===== src/rtl/la_capture_sequencer.sv =====
// la_capture_sequencer: control-plane sequencer for the 8-channel logic-analyzer
// capture counter. Shifts the 29-bit setup word, pulses run, waits for the
// resynchronised done, then paces SRAM readout. Everything runs on osc_clock.
module la_capture_sequencer #(
  parameter int unsigned RUN_CYCLES  = 2,
  parameter int unsigned READ_DEPTH  = 32768,
  parameter int unsigned SYNC_STAGES = 2
) (
  input  logic        osc_clock,
  input  logic        reset,
  input  logic        cfg_valid,
  output logic        cfg_ready,
  input  logic [7:0]  cfg_trigger_value,
  input  logic [7:0]  cfg_trigger_mask,
  input  logic [12:0] cfg_sample_count,
  input  logic [3:0]  cfg_clock_sel,
  input  logic        arm,
  input  logic        abort,
  input  logic        rd_ready,
  input  logic        done,
  output logic        mode_setup,
  output logic        mode_run,
  output logic        mode_read,
  output logic [3:0]  mode_clock,
  output logic        rd_strobe,
  output logic        busy,
  output logic        cfg_loaded,
  output logic        captured,
  output logic [2:0]  state
);

  localparam int unsigned RUN_W    = (RUN_CYCLES > 1) ? $clog2(RUN_CYCLES) : 1;
  localparam logic [RUN_W-1:0] RUN_LAST = RUN_W'(RUN_CYCLES - 1);
  localparam logic [15:0] DEPTH    = 16'(READ_DEPTH);
  localparam logic [3:0]  CLK_OSC  = 4'b0010;
  localparam logic [4:0]  LAST_BIT = 5'd28;

  typedef enum logic [2:0] {
    IDLE      = 3'd0,
    LOAD      = 3'd1,
    RUN       = 3'd2,
    WAIT_BUSY = 3'd3,
    WAIT_DONE = 3'd4,
    READ      = 3'd5
  } state_t;

  state_t                 st_q;
  logic [SYNC_STAGES-1:0] done_sync;
  logic                   done_s;
  logic [27:0]            shift_q;   // remaining setup bits; S[28] goes out directly
  logic [3:0]             sel_q;
  logic [4:0]             bit_cnt;
  logic [15:0]            word_cnt;
  logic [RUN_W-1:0]       run_cnt;

  assign done_s = done_sync[SYNC_STAGES-1];
  assign state  = st_q;

  // Resynchronise the counter's done into osc_clock
  always_ff @(posedge osc_clock or posedge reset) begin
    if (reset) done_sync <= '0;
    else       done_sync <= {done_sync[SYNC_STAGES-2:0], done};
  end

  // Sequencer FSM with registered outputs
  always_ff @(posedge osc_clock or posedge reset) begin
    if (reset) begin
      st_q       <= IDLE;
      mode_setup <= 1'b0;
      mode_run   <= 1'b0;
      mode_read  <= 1'b0;
      mode_clock <= CLK_OSC;
      rd_strobe  <= 1'b0;
      busy       <= 1'b0;
      cfg_ready  <= 1'b1;
      cfg_loaded <= 1'b0;
      captured   <= 1'b0;
      shift_q    <= '0;
      sel_q      <= CLK_OSC;
      bit_cnt    <= '0;
      word_cnt   <= '0;
      run_cnt    <= '0;
    end else if (abort) begin
      if (st_q == LOAD) cfg_loaded <= 1'b0;
      st_q       <= IDLE;
      mode_setup <= 1'b0;
      mode_run   <= 1'b0;
      mode_read  <= 1'b0;
      mode_clock <= CLK_OSC;
      rd_strobe  <= 1'b0;
      busy       <= 1'b0;
      cfg_ready  <= 1'b1;
      bit_cnt    <= '0;
      word_cnt   <= '0;
      run_cnt    <= '0;
    end else begin
      rd_strobe <= 1'b0;
      case (st_q)
        IDLE: begin
          if (cfg_valid) begin
            // cfg_valid wins over a simultaneous arm
            st_q       <= LOAD;
            shift_q    <= {cfg_sample_count[11:0], cfg_trigger_mask, cfg_trigger_value};
            sel_q      <= cfg_clock_sel;
            mode_setup <= 1'b1;
            mode_read  <= cfg_sample_count[12];
            bit_cnt    <= '0;
            cfg_loaded <= 1'b0;
            busy       <= 1'b1;
            cfg_ready  <= 1'b0;
          end else if (arm && cfg_loaded) begin
            st_q      <= RUN;
            mode_run  <= 1'b1;
            run_cnt   <= '0;
            captured  <= 1'b0;
            busy      <= 1'b1;
            cfg_ready <= 1'b0;
          end
        end
        LOAD: begin
          if (bit_cnt == LAST_BIT) begin
            st_q       <= IDLE;
            mode_setup <= 1'b0;
            mode_read  <= 1'b0;
            cfg_loaded <= 1'b1;
            busy       <= 1'b0;
            cfg_ready  <= 1'b1;
          end else begin
            bit_cnt   <= bit_cnt + 5'd1;
            mode_read <= shift_q[27];
            shift_q   <= {shift_q[26:0], 1'b0};
          end
        end
        RUN: begin
          if (run_cnt == RUN_LAST) begin
            st_q       <= WAIT_BUSY;
            mode_run   <= 1'b0;
            mode_clock <= sel_q;
          end else begin
            run_cnt <= run_cnt + RUN_W'(1);
          end
        end
        WAIT_BUSY: begin
          // a done still high from the previous capture is not completion
          if (!done_s) st_q <= WAIT_DONE;
        end
        WAIT_DONE: begin
          if (done_s) begin
            st_q       <= READ;
            captured   <= 1'b1;
            mode_clock <= CLK_OSC;
            word_cnt   <= DEPTH;
          end
        end
        READ: begin
          if (word_cnt == 16'd0) begin
            st_q      <= IDLE;
            mode_read <= 1'b0;
            busy      <= 1'b0;
            cfg_ready <= 1'b1;
          end else if (rd_ready) begin
            mode_read <= 1'b1;
            rd_strobe <= 1'b1;
            word_cnt  <= word_cnt - 16'd1;
          end else begin
            mode_read <= 1'b0;
          end
        end
        default: begin
          st_q       <= IDLE;
          mode_setup <= 1'b0;
          mode_run   <= 1'b0;
          mode_read  <= 1'b0;
          mode_clock <= CLK_OSC;
          busy       <= 1'b0;
          cfg_ready  <= 1'b1;
        end
      endcase
    end
  end

endmodule

===== config.mk =====
export PLATFORM = sky130hd
export DESIGN_NAME = la_capture_sequencer
export DESIGN_NICKNAME = d
export VERILOG_FILES = /design/src/rtl/la_capture_sequencer.sv
export SDC_FILE = /design/constraint.sdc
export NUM_CORES = 1
export LEC_CHECK = 0
export ABC_AREA = 1
export CAP_MARGIN = 25
export CORE_UTILIZATION = 59
export CTS_CLUSTER_DIAMETER = 200
export DETAILED_ROUTE_END_ITERATION = 6
export PLACE_DENSITY = 0.95
export SLEW_MARGIN = 0
export SYNTH_ARGS = -nofsm -noshare
export SYNTH_HDL_FRONTEND = slang
export SYNTH_SLANG_ARGS = --single-unit

===== constraint.sdc =====
create_clock -name osc_clock -period 4.4 [get_ports osc_clock]
set_input_delay 0.66 -clock osc_clock [delete_from_list [all_inputs] [get_ports osc_clock]]
set_output_delay 0.66 -clock osc_clock [all_outputs]
set_load 0.03 [all_outputs]

Word level (Yosys, flattened, before mapping):

Index checks and enable logic that the tools add are counted.

* multiplexer cells: 62
* reduce and logical (&&, ||, !) cells: 25
* add/sub/neg operators: 3
* bitwise operators: 1
* eq/ne operators: 28

Operator list (count)
* $mux W16: 4
* $mux W28: 2
* $pmux W28 S2: 1
* $pmux W16 S2: 1
* $ne A3 B3 Y1 const B: 10
* $mux W1: 29
* $mux W3: 8
* $reduce_and A4 Y1: 5
* $pmux W3 S6: 1
* $logic_not A16 Y1: 1
* $sub A16 B1 Y16 const B: 1
* $mux W5: 3
* $reduce_and A3 Y1: 5
* $mux W4: 3
* $pmux W1 S4: 3
* $pmux W4 S3: 1
* $reduce_or A4 Y1: 3
* $ne A2 B1 Y1 const B: 5
* $ne A2 B2 Y1 const B: 5
* $pmux W5 S2: 1
* $reduce_bool A3 Y1: 3
* $eq A3 B2 Y1 const B: 2
* $eq A3 B3 Y1 const B: 2
* $pmux W1 S2: 3
* 15 further kinds: 17

* word-level logic and storage cells: 135
* bits in registers: 71

Logic depth before layout (Yosys ltp):

* word-level depth: 5
* mapped depth: 11
* gate-level depth less buffers: 10

Worst setup path before layout:

Ideal clock, no wire load.

* kind: register to register
* start: reg st_q[0], in the netlist state[0]
* end: reg word_cnt[15]
* library setup time: 126 ps
* stages on the path, launching flop included: 12
* clock period less this slack: 1605 ps
* data arrival time: 1478 ps
* slack: 2795 ps
* cell sequence: dfrtp_1 buf_4 nand2_1 inv_2 nand2_2 nor2_1 nand2_1 nand2_2 nand2_4 buf_6 nand2_1 o21ai_0

* word-level cells in the longest chain between the ends: 3
* elaborated cells on any way between the ends: 9
* those cells by class: eq/ne (5); mux (2); reduce/logical (2)

Ends and longest elaborated chain
* start: declaration: RTL line 47 `state_t st_q;`
* start signal: assignment: RTL line 68 `st_q <= IDLE;`
* start signal: assignment: RTL line 85 `st_q <= IDLE;`
* start signal: assignment: RTL line 102 `st_q <= LOAD;`
* $eq A3 B3 Y1: RTL line 98 `case (st_q)`
* $ne A3 B3 Y1 (no line), or another cell as far along
* $reduce_and A4 Y1 (no line) / $mux W16 (equally long branches)
* end signal: assignment: RTL line 164 `word_cnt <= word_cnt - 16'd1;`
* end: declaration: RTL line 53 `logic [15:0] word_cnt;`

Several ways; a longest one is shown, not always the timed one.
A chain may end at the register's enable or synchronous reset.

Worst setup path in the final report:

* start: in abort
* end: reg st_q[2], in the netlist state[2]

* word-level cells in the longest chain between the ends: 2
* elaborated cells on any way between the ends: 8
* those cells by class: eq/ne (6); mux (1); reduce/logical (1)

Ends and longest elaborated chain
* start: declaration: RTL line 18 `input logic abort,`
* $ne A4 B4 Y1 (no line), or another cell as far along
* $reduce_and A6 Y1 (no line)

Several ways; a longest one is shown, not always the timed one.

==> results.md <==
- R2R setup slack: 2390 ps
- Crit path buffers/inverters: 2
- Layout cells sized above 1: 0.0981
- Grt ovf: 0
- Sw power: 1.06 mW
- Worst hold path type: flip-flop to flip-flop
- Drt drc: 0
- Pwr Density: 566 mW/mm^2
- Worst-skew pair later-pin latency: 350 ps
- Clock power frac: 0.212
- RD Place Congestion: 0.845
- Final setup vio count: 0
- Required time worst endpoint: 4640 ps
- Lkg Pwr: 2.31 nW
- Total stage count of the critical path: 8
- 1st-pass router iterations: 5
- Postcts setup bufs: 0
- Gate power share: 0.409
- Die area: 0.00676 mm^2
- Gr usage total: 0.275
- Type of origin of the critical path: input pin
- Multi-input gate area: 0.00170 mm^2
- Core Box Area: 0.00606 mm^2
- WL final: 8280 um
- Maximum VDD drop: 0.000464 V
- Max clock buf depth: 2
- Root buffer cell: clkbuf_8
- Count of final hold-check violations: 0
- Netlist cell types: 34
- Via density: 5.50
- Port bufs: 54
- Initial Util: 0.627
- PostCTS Resize Cnt: 0
- Slowest stage delay, CP: 860 ps
- Global-route wire length before repair: 14000 um
- Least-Margin Pin Slew: 913 ps
- Cells after Synth: 485
- Final total power: 2.57 mW
- R2r worst-path depth: 7
- Most frequent CP cell: nor2_1
- Initial antenna violation count: 0
- Iter 0 DRT Violations: 190
- Die X: 82.2 um
- Layout Skew: 5.64 ps
- Part of the cycle the worst path needs: 0.537
- Synthesized flop and latch total: 71
- Cell family with most CP delay: buffers and inverters
- CP arrival: 2600 ps
- Outcome: completed
- Register share of total power: 0.379
- Crit. End Element: flip-flop
- Antenna viol nets, final: 0
- Critical-path cell list: clkdlybuf4s50_1, inv_2, nand2_2, nor2_1, nor2_1, nand3_1, nand2_1, o21ai_0
- Register clock-pin slew on the reported worst setup and hold paths: 70 ps
- Number of global-route vias before repair: 3277
- Row count: 28
- Net Sw Frac: 0.414
- Maxcap violations: 0
- Mapped Nets: 528
- Final Max Slew Viols: 0
- Fmax achieved: 423 MHz
- Area growth syn-to-layout: 19.5%
- TNS Setup: 0 ps
- Vias post-DR: 3384
- Crit Path Category: input pin to flip-flop
- Crit Path Max Fanout: 17
- Num CTS Buffers: 9
- Routed WL per cell: 13.5 um
- Nets: 578
- Ys Warns: 0
- Seq/Total Area, Yosys: 0.469
- Syn Area/Cell: 7.83 um^2
- CTS tree: built
- Int Pwr: 1.51 mW
- Worst hold stages: 0
- Tmin final: 2360 ps
- I/O Pins: 55
- Chip height: 82.2 um
- Hpwl dp: 5710 um
- Hold-fix buffers, CTS: 0
- FILL cells: 435
- Largest net degree at the start of global routing: 56
- Cell Area, Synth: 0.00380 mm^2
- Slew headroom: 0.390
- Register area: 0.00178 mm^2
- Critical-path top delay cell: clkdlybuf4s50_1
- RSZ-0062 raised after global routing: no
- CTS H-tree depth: 3
- ANT cells: 0
- Sink Count: 71
## worst register-to-register path: cells and delay by family (launching register included)
family                 cells  cell delay [ps]
flip-flops                 1              480
AND/OR/NAND/NOR            3              670
AO/OA/AOI/OAI              2              550
buffers and inverters      2              240
## cell usage in the layout, fill, tap and decap left out, drive strengths merged, types with 8 or more instances in the layout
master and n:
nand2 150, xor2 10, a21oi 8, inv 55, clkdlybuf4s50 54, clkbuf 12, nor2 45, o21ai 86
dfrtp 68, nand3 21
## worst paths after layout
| check | endpoint | startpoint |
|---|---|---|
| min in group asynchronous | shift_q[23] | reset |
| max in group asynchronous | mode_clock[1] | reset |
| max reg2reg | shift_q[21] | state[1] |
| max | state[2] | abort |
| min reg2reg | done_sync[1] | done_sync[0] |
| min | done_sync[1] | done_sync[0] |
## cell type report
class | instances | share of cell area
sequential | 71 | 0.392
inverter | 55 | 0.0455
multi-input combinational | 343 | 0.375
timing repair buffer | 55 | 0.121
clock buffer | 12 | 0.0342
tap | 75 | 0.0207
clock inverter | 4 | 0.0119
## power groups by stage
stage | Clock, mW | Combinational [mW] | Sequential [mW]
6_report | 0.543 | 1.05 | 0.973
3_3_place_gp | 0 | 0.983 | 0.971
2_1_floorplan | 0 | 0.719 | 1.02
4_1_cts | 0.550 | 1.05 | 0.971
5_1_grt | 0.581 | 1.18 | 0.993
3_5_place_dp | 0 | 1.03 | 0.982
## sequential cells by signal, summed over array words and instances (netlist names), 2 cells and up
name	flops
bit_cnt	5
done_sync	2
mode_clock	4
sel_q	4
shift_q	28
state	3
word_cnt	16
## routing by layer
metal  vias up  track usage  wire, um
met4         0        0.139       263
met2       124        0.469      4170
met3        31       0.0604       439
li1       1648            -         -
met1      1581        0.326      3400
met5         -            0         0
## kinds of logic (layout without fill, tap and decap cells)
logic type,count (synthesis),after routing,share of synthesized area
adders and majority gates,3,3,0.00989
buffers and inverters,71,126,0.0834
and+or+nand+nor,225,225,0.258
DFF,71,71,0.469
xor gates and xnor gates,14,14,0.0323
AOI/OAI and AO/OA,101,101,0.148
## per-stage QoR
step                      cells  setup WS (ps)  hold slack (ps)  cell area, um^2  utilization
after CTS                   615           2060              383             4540        0.749
after detailed placement    599           1690              362             4330        0.714
after floorplan             485           1950              331             3800            -
final                       615           2040              380             4540        0.749
after global placement      599           1750              333             4330        0.714
after global routing        615           1920              390             4540        0.749
## cell usage after synthesis, drive strengths merged
library cell	instances	area, um^2
a31o	1	8.76
o21bai	1	7.51
o211ai	4	30.0
o21ai	86	468
clkbuf	2	8.75
ha	3	37.5
nor2	45	218
nand3	21	123
xnor2	4	35.0
a21oi	8	40.0
buf	14	101
nand4	3	18.8
inv	55	206
nand3b	1	7.51
nand2	150	586
nor4	1	6.26
dfrtp	68	1700
o21a	1	7.51
nor3	4	20.0
xor2	10	87.6
dfstp	3	78.8
(Power assumes the default switching activity.)
